[config.mk]
export PLATFORM = sky130hd
export DESIGN_NAME = regfile_op_sequencer
export DESIGN_NICKNAME = d
export VERILOG_FILES = /design/src/rtl/regfile_op_sequencer.sv
export SDC_FILE = /design/constraint.sdc
export NUM_CORES = 1
export LEC_CHECK = 0
export CAP_MARGIN = 25
export CELL_PAD_IN_SITES_DETAIL_PLACEMENT = 1
export CELL_PAD_IN_SITES_GLOBAL_PLACEMENT = 1
export CORE_MARGIN = 2
export CORE_UTILIZATION = 35
export CTS_BUF_LIST = sky130_fd_sc_hd__clkbuf_2
export DETAILED_ROUTE_END_ITERATION = 8
export PLACE_DENSITY_LB_ADDON = 0.1
export SETUP_SLACK_MARGIN = 0.1
export SLEW_MARGIN = 20
export SYNTH_ARGS = -nofsm -noshare
export SYNTH_HDL_FRONTEND = slang
export SYNTH_SLANG_ARGS = --single-unit
[constraint.sdc]
create_clock -name clk -period 3.5 [get_ports clk]
set_input_delay 0.525 -clock clk [delete_from_list [all_inputs] [get_ports clk]]
set_output_delay 0.525 -clock clk [all_outputs]
set_load 0.01 [all_outputs]
[src/rtl/regfile_op_sequencer.sv]
// Register-file micro-op sequencer: READ, EXEC, WRITE after accept, one op every 4 cycles.
// Write enable is asserted in the third cycle after accept; instr_ready stays low until the op retires.
module regfile_op_sequencer #(
    parameter int DATA_W = 16,
    parameter int ADDR_W = 4
) (
    input  logic              clk,
    input  logic              reset_n,
    input  logic              instr_valid,
    output logic              instr_ready,
    input  logic [3:0]        instr_op,
    input  logic [ADDR_W-1:0] instr_rd,
    input  logic [ADDR_W-1:0] instr_rs1,
    input  logic [ADDR_W-1:0] instr_rs2,
    input  logic [7:0]        instr_imm,
    output logic [ADDR_W-1:0] rf_addr_read1,
    output logic [ADDR_W-1:0] rf_addr_read2,
    input  logic [DATA_W-1:0] rf_data1,
    input  logic [DATA_W-1:0] rf_data2,
    output logic              rf_we,
    output logic [ADDR_W-1:0] rf_addr_write,
    output logic [DATA_W-1:0] rf_data_in,
    output logic              done,
    output logic              flag_zero,
    output logic              flag_carry
);
    typedef enum logic [1:0] {S_IDLE, S_READ, S_EXEC, S_WRITE} state_t;

    localparam logic [3:0] OP_ADD  = 4'd0;
    localparam logic [3:0] OP_SUB  = 4'd1;
    localparam logic [3:0] OP_AND  = 4'd2;
    localparam logic [3:0] OP_OR   = 4'd3;
    localparam logic [3:0] OP_XOR  = 4'd4;
    localparam logic [3:0] OP_NOT  = 4'd5;
    localparam logic [3:0] OP_SHL  = 4'd6;
    localparam logic [3:0] OP_SHR  = 4'd7;
    localparam logic [3:0] OP_LDI  = 4'd8;
    localparam logic [3:0] OP_ADDI = 4'd9;
    localparam logic [3:0] OP_MOV  = 4'd10;
    localparam logic [3:0] OP_CMP  = 4'd11;

    state_t              r_state;
    logic [3:0]          r_op;
    logic [ADDR_W-1:0]   r_rd;
    logic [ADDR_W-1:0]   r_rs1;
    logic [ADDR_W-1:0]   r_rs2;
    logic [7:0]          r_imm;
    logic [DATA_W-1:0]   r_opa;
    logic [DATA_W-1:0]   r_opb;
    logic [DATA_W-1:0]   r_result;
    logic                r_zero;
    logic                r_carry;
    logic                r_ready;
    logic                r_we;
    logic                r_done;
    logic                r_flag_z;
    logic                r_flag_c;

    logic [DATA_W:0]     w_sum;
    logic [DATA_W-1:0]   w_res;
    logic                w_carry;
    logic [DATA_W-1:0]   w_imm_ext;
    logic                w_writes;
    logic                w_sets_flags;

    assign w_imm_ext    = {{(DATA_W-8){1'b0}}, r_imm};
    assign w_writes     = (r_op <= OP_MOV);
    assign w_sets_flags = (r_op <= OP_CMP);

    // Carry and borrow both fall out of bit DATA_W of a zero-extended add/subtract.
    always_comb begin
        w_sum   = '0;
        w_res   = '0;
        w_carry = 1'b0;
        case (r_op)
            OP_ADD: begin
                w_sum   = {1'b0, r_opa} + {1'b0, r_opb};
                w_res   = w_sum[DATA_W-1:0];
                w_carry = w_sum[DATA_W];
            end
            OP_SUB, OP_CMP: begin
                w_sum   = {1'b0, r_opa} - {1'b0, r_opb};
                w_res   = w_sum[DATA_W-1:0];
                w_carry = w_sum[DATA_W];
            end
            OP_AND:  w_res = r_opa & r_opb;
            OP_OR:   w_res = r_opa | r_opb;
            OP_XOR:  w_res = r_opa ^ r_opb;
            OP_NOT:  w_res = ~r_opa;
            OP_SHL: begin
                w_res   = {r_opa[DATA_W-2:0], 1'b0};
                w_carry = r_opa[DATA_W-1];
            end
            OP_SHR: begin
                w_res   = {1'b0, r_opa[DATA_W-1:1]};
                w_carry = r_opa[0];
            end
            OP_LDI:  w_res = w_imm_ext;
            OP_ADDI: begin
                w_sum   = {1'b0, r_opa} + {1'b0, w_imm_ext};
                w_res   = w_sum[DATA_W-1:0];
                w_carry = w_sum[DATA_W];
            end
            OP_MOV:  w_res = r_opa;
            default: w_res = '0;
        endcase
    end

    always_ff @(posedge clk or negedge reset_n) begin
        if (!reset_n) begin
            r_state  <= S_IDLE;
            r_op     <= '0;
            r_rd     <= '0;
            r_rs1    <= '0;
            r_rs2    <= '0;
            r_imm    <= '0;
            r_opa    <= '0;
            r_opb    <= '0;
            r_result <= '0;
            r_zero   <= 1'b0;
            r_carry  <= 1'b0;
            r_ready  <= 1'b1;
            r_we     <= 1'b0;
            r_done   <= 1'b0;
            r_flag_z <= 1'b0;
            r_flag_c <= 1'b0;
        end else begin
            case (r_state)
                S_IDLE: begin
                    if (instr_valid && r_ready) begin
                        r_op    <= instr_op;
                        r_rd    <= instr_rd;
                        r_rs1   <= instr_rs1;
                        r_rs2   <= instr_rs2;
                        r_imm   <= instr_imm;
                        r_ready <= 1'b0;
                        r_state <= S_READ;
                    end
                end
                S_READ: begin
                    r_opa   <= rf_data1;
                    r_opb   <= rf_data2;
                    r_state <= S_EXEC;
                end
                S_EXEC: begin
                    r_result <= w_res;
                    r_zero   <= (w_res == '0);
                    r_carry  <= w_carry;
                    r_we     <= w_writes;
                    r_done   <= 1'b1;
                    r_state  <= S_WRITE;
                end
                S_WRITE: begin
                    if (w_sets_flags) begin
                        r_flag_z <= r_zero;
                        r_flag_c <= r_carry;
                    end
                    r_we    <= 1'b0;
                    r_done  <= 1'b0;
                    r_ready <= 1'b1;
                    r_state <= S_IDLE;
                end
                default: r_state <= S_IDLE;
            endcase
        end
    end

    assign instr_ready   = r_ready;
    assign rf_addr_read1 = r_rs1;
    assign rf_addr_read2 = r_rs2;
    assign rf_we         = r_we;
    assign rf_addr_write = r_rd;
    assign rf_data_in    = r_result;
    assign done          = r_done;
    assign flag_zero     = r_flag_z;
    assign flag_carry    = r_flag_c;
endmodule

[After elaboration in Yosys (flattened, before gate mapping)]
Cells that the tools add are included.
Storage, ports and cells
  bits in registers: 81
  bits of input ports: 59
  logic and storage cells: 58
Cells by class
  $add $sub $neg: 3
  magnitude comparators: 2
  equality and inequality tests: 15
  muxes and demuxes: 8
  bitwise logic cells: 4
  reduce and logical (&&, ||, !) cells: 10
Operators by type and width (number)
  $pmux W16 S11: 1
  $add A16 B16 Y17: 1
  $add A16 B8 Y17: 1
  $sub A16 B16 Y17: 1
  $and A16 B16 Y16: 1
  $eq A4 B3 Y1 const B: 4
  $eq A4 B4 Y1 const B: 4
  $logic_not A16 Y1: 1
  $not A16 Y16: 1
  $or A16 B16 Y16: 1
  $xor A16 B16 Y16: 1
  $eq A4 B2 Y1 const B: 2
  $le A4 B4 Y1 const B: 2
  $pmux W2 S4: 1
  $pmux W1 S2: 3
  $reduce_and A2 Y1: 3
  $pmux W1 S5: 1
  $eq A2 B2 Y1 const B: 2
  $eq A4 B1 Y1 const B: 1
  $logic_not A4 Y1: 1
  $reduce_bool A2 Y1: 2
  $eq A2 B1 Y1 const B: 1
  $logic_not A2 Y1: 1
  $mux W2: 1
  other kinds (4): 4

[Logic depth before layout (Yosys ltp)]
  depth in word-level cells: 4
  mapped depth: 12

[Least setup slack after synthesis]
No wires, ideal clock.
  path type: flip-flop to flip-flop
  from: register r_opa[1]
  to: register r_zero
  library setup time: 66 ps
  arrival time: 3092 ps
  required time: 3434 ps
  setup slack: 342 ps
  stages on the path, launching flop included: 12
  path buffers: 0
  clock period less this slack: 3158 ps
  path through: dfrtp_1 -> inv_1 -> fa_1 -> o21ba_2 -> nor4_4 -> nor2_1 -> o311ai_1 -> mux2_1 -> nor4_1 -> nor4b_1 -> and4_1 -> a32o_2
Between the ends
  word-level cells in the longest chain between the ends: 3
  elaborated cells on any way between the ends: 9
Ends and longest elaborated chain
  start, declared: RTL line 48  | logic [DATA_W-1:0] r_opa;
  start signal, assigned: RTL line 141  | r_opa <= rf_data1;
  $add A16 B8 Y17, or another cell as far along: RTL line 100  | w_sum = {1'b0, r_opa} + {1'b0, w_imm_ext};
  $pmux W16 S11 (*): RTL line 75  | case (r_op)
  $logic_not A16 Y1 (*): RTL line 147  | r_zero <= (w_res == '0);
  end signal, assigned: RTL line 147
  end, declared: RTL line 51  | logic r_zero;
Every way passes the cells marked *; elsewhere a longest branch is shown, timed or not.
A chain may end at the register's enable or synchronous reset.

[Worst setup path in the final report]
  from: register r_opa[0]
  to: register r_zero
Same word-level chain as after synthesis.

==> results.md <==
- Fmax: 0.297 GHz
- Residual DRC count: 0
- Run status: finished clean
- Relative slew slack: 0.442
- Post-Place Cells: 1183
- Synth cell types: 90
- Crit-path leading delay family: compound AO/OA/AOI/OAI gates
- Max cap viols: 0
- Cell area after synthesis: 6810 um^2
- Fin crit period: 3.37 ns
- Die width: 143 um
- Hold Path Class: in2reg
- Post-synth top flop: dfrtp_1
- Via density: 5.74
- Seq/Total Area, Yosys: 0.298
- Psw: 0.442 mW
- RSZ-0062 raised after global routing: yes
- Clock-pin slew of the registers on the worst-case setup and hold paths: 0.31 ns
- Core area: 19300 um^2
- Most Crowded Layer GR: met2
- Initial antenna violation count: 1
- Post-route ant nets: 0
- Critical path buffers and inverters: 3
- Routed length per instance: 22.2 um
- Routability Congestion: 0.911
- DRT Pass-1 Iters: 5
- DR vias: 6926
- GRT met2 Usage: 0.478
- Worst path slowest cell: dfrtp_1
- Initial drt markers: 542
- Placed wire-length estimate: 20.7 mm
- Htree depth: 3
- Min-delay src: rf_data1[3]
- Post-layout net count: 1064
- Fin. Hold Viols: 0
- Critical Path, Cell by Cell: buf_4 > ha_1 > fa_2 > a21oi_2 > inv_1 > a21oi_1 > xnor2_1 > a2111oi_4 > nand4_1 > nor4b_4 > buf_4 > and4_1 > a32o_2
- Critical path startpoint category: flop
- Leakage Power: 3.87 nW
- First-pass GRT wire length: 42.1 mm
- Worst Tran Pin Value: 0.831 ns
- # port buffers: 91
- Clk sinks: 81
- Final Skew: 0.0499 ns
- Syn Inst Count: 793
- Initial Util: 0.353
- Total Die Area: 20600 um^2
- PwrDens: 190 nW/um^2
- Critical path class: reg2reg
- RR Startpoint: r_opa[0]
- Grt met1 use: 0.320
- Final Cycle Share: 0.963
- Clock Tree Buf Depth: 2
- YS warnings: 0
- Die Span Y: 143 um
- Flops & latches, synth: 81
- Total gr overflow: 0
- Design area: 8800 um^2
- Synth-to-Final Area Change: 29.3%
- Pin count of the biggest net entering global routing: 50
- Post-synth ARST share: 1.00
- Post-synthesis net count: 920
- Layout cells sized above 1: 0.202
- Vias in the first global route: 7509
- Final count of pins violating max slew: 0
- Register share of total power: 0.560
- Placed cell areas: 8430 um^2
- Final non-filler cell total: 1207
- Synthesized area per cell: 8.59 um^2
- Setup crit end kind: flop
- CP max FO: 4
- Sw frac: 0.264
- Crit path required time: 4.09 ns
- Critical Path AT: 3.96 ns
- IO Count: 92
- Post-synth EDFFs: 0
- Footprint of the multi-input gates: 4490 um^2
- Met3 Use GR: 0.0273
- Setup violations, final: 0
- CTS tree: built
- Crit-path max cell delay: 0.47 ns
- Register Area: 2030 um^2
- Gr usage total: 0.266
- Clk_lat worst skew: 0.64 ns
- Cell row count: 51
- VDD IR max: 0.143 mV
- Internal power: 1.23 mW
- Clock power share: 0.387
- Comb power frac: 0.053
- # fillers: 2278
- Cts bufs inserted: 9
- CP most frequent cell: buf_4
- Pwr Total: 1.67 mW
- Final Util: 0.457
- Total Wirelength: 26.8 mm
- Root Buffer: clkbuf_2
- Worst Setup SP: r_opa[0]
final timing paths:
kind                            endpoint  slack [ns]  cells past startpoint
setup reg to reg                  r_zero        0.13                     13
hold reg to reg            rf_data_in[3]        0.53                      2
hold / removal                  r_opa[3]        0.39                      3
min in group asynchronous      r_opb[10]        0.43                      2
setup / recovery                  r_zero        0.13                     13
max in group asynchronous       r_opa[6]        2.28                      3
power by group through the flow:
stage | clock, mW | combinational [mW] | sequential (mW)
after detailed placement | 0 | 0.0897 | 0.954
after global placement | 0 | 0.0871 | 0.954
after floorplan | 0 | 0.000570 | 0.954
final | 0.648 | 0.0881 | 0.939
after CTS | 0.658 | 0.0912 | 0.939
after global routing | 0.693 | 0.0964 | 0.939
metrics by stage:
stage,setup slack (ns),hold slack [ns],setup TNS (ns)
after detailed placement,-0.237,0.483,-0.237
final,0.131,0.392,0
after global placement,-0.155,0.477,-0.155
after global routing,0.0221,0.366,0
after CTS,0.0783,0.371,0
after floorplan,0.342,0.229,0
layer usage:
| layer | vias up | share of wire |
|---|---|---|
| li1 | 3186 | - |
| met1 | 3488 | 0.40 |
| met2 | 187 | 0.52 |
| met3 | 65 | 0.037 |
| met4 | 0 | 0.041 |
| met5 | - | 0 |
final cells by class:
type,count,area share
Tap cell,265,0.0377
Antenna cell,1,0.000284
Clock buffer,9,0.00512
Sequential cell,81,0.231
Timing Repair Buffer,185,0.184
Inverter,52,0.0222
Clock inverter,6,0.0102
Multi-Input combinational cell,608,0.510
cell usage after synthesis, types with 3 or more instances:
master / n / area share
a2111oi_0: 3 / 0.0039
a211oi_1: 6 / 0.0066
a21o_1: 6 / 0.0066
a21oi_1: 53 / 0.039
a221o_1: 5 / 0.0074
a221oi_1: 11 / 0.014
a222oi_1: 7 / 0.010
a22oi_1: 4 / 0.0044
a31oi_1: 11 / 0.010
a32oi_1: 5 / 0.0064
and3_1: 8 / 0.0074
buf_2: 14 / 0.010
buf_6: 4 / 0.0066
clkbuf_1: 29 / 0.016
dfrtp_1: 80 / 0.29
fa_1: 3 / 0.0088
ha_1: 65 / 0.12
inv_1: 50 / 0.028
mux2_2: 30 / 0.050
mux2i_1: 6 / 0.0088
nand2_1: 71 / 0.039
nand3_1: 13 / 0.0096
nand3b_1: 3 / 0.0033
nand4_1: 7 / 0.0064
nor2_1: 76 / 0.042
nor2b_1: 5 / 0.0046
nor3_1: 22 / 0.016
nor3b_1: 3 / 0.0033
nor4_1: 5 / 0.0046
nor4b_1: 3 / 0.0039
nor4bb_1: 3 / 0.0044
o2111ai_1: 5 / 0.0064
o211ai_1: 10 / 0.011
o21ai_0: 60 / 0.044
o21bai_1: 7 / 0.0077
o22ai_1: 7 / 0.0064
o31ai_1: 7 / 0.0077
or3_1: 3 / 0.0028
or4_1: 3 / 0.0033
xnor2_1: 13 / 0.017
xor2_1: 4 / 0.0051
tightest hold or removal path, stage by stage:
cell,delay (ns)
clkdlybuf4s50_1,0.39
nand2_1,0.06
o21ai_0,0.07
cell families after synthesis:
family,count (synthesis),synth area share
xor+xnor,17,0.0219
compound gates,241,0.244
simple gates,245,0.179
fa+ha+maj,68,0.128
buf+inv,104,0.0684
flops,81,0.298
mux,37,0.0601
sequential cells by signal (all words and copies together) (netlist names):
name and flops:
r_opa 16, r_opb 16, rf_data_in 16, r_imm 8, r_op 4, rf_addr_read1 4, rf_addr_read2 4, rf_addr_write 4
r_state 2, done 1, flag_carry 1, flag_zero 1, instr_ready 1, r_carry 1, r_zero 1, rf_we 1
repair_timing:
item                       4_1_cts  5_1_grt
hold endpoints to repair        46        0
gates resized for setup         23       13
buffers inserted                 4        3
hold buffers                     1        0
pin swaps                       12       13
setup endpoints to repair        1        3
layout by cell type (no fill, tap or decap), types with 4 or more instances in the layout:
master	instances
o31ai_1	7
mux2_2	30
a21oi_1	51
dfrtp_1	79
xor2_1	4
nand4_1	7
a221oi_1	10
ha_1	60
a31oi_1	11
o2111ai_1	4
clkbuf_2	9
mux2i_1	6
nor4_1	4
a21o_1	6
xnor2_1	13
a32oi_1	5
clkdlybuf4s50_1	90
o211ai_1	10
nand3_1	13
a221o_1	5
nor3_1	22
a22oi_1	4
ha_2	4
nor2b_1	5
inv_1	49
a222oi_1	7
o21bai_1	7
o21ai_0	58
nor2_1	74
buf_4	94
nand2_1	71
o22ai_1	7
and3_1	8
Power figures use the tool's default switching activity.
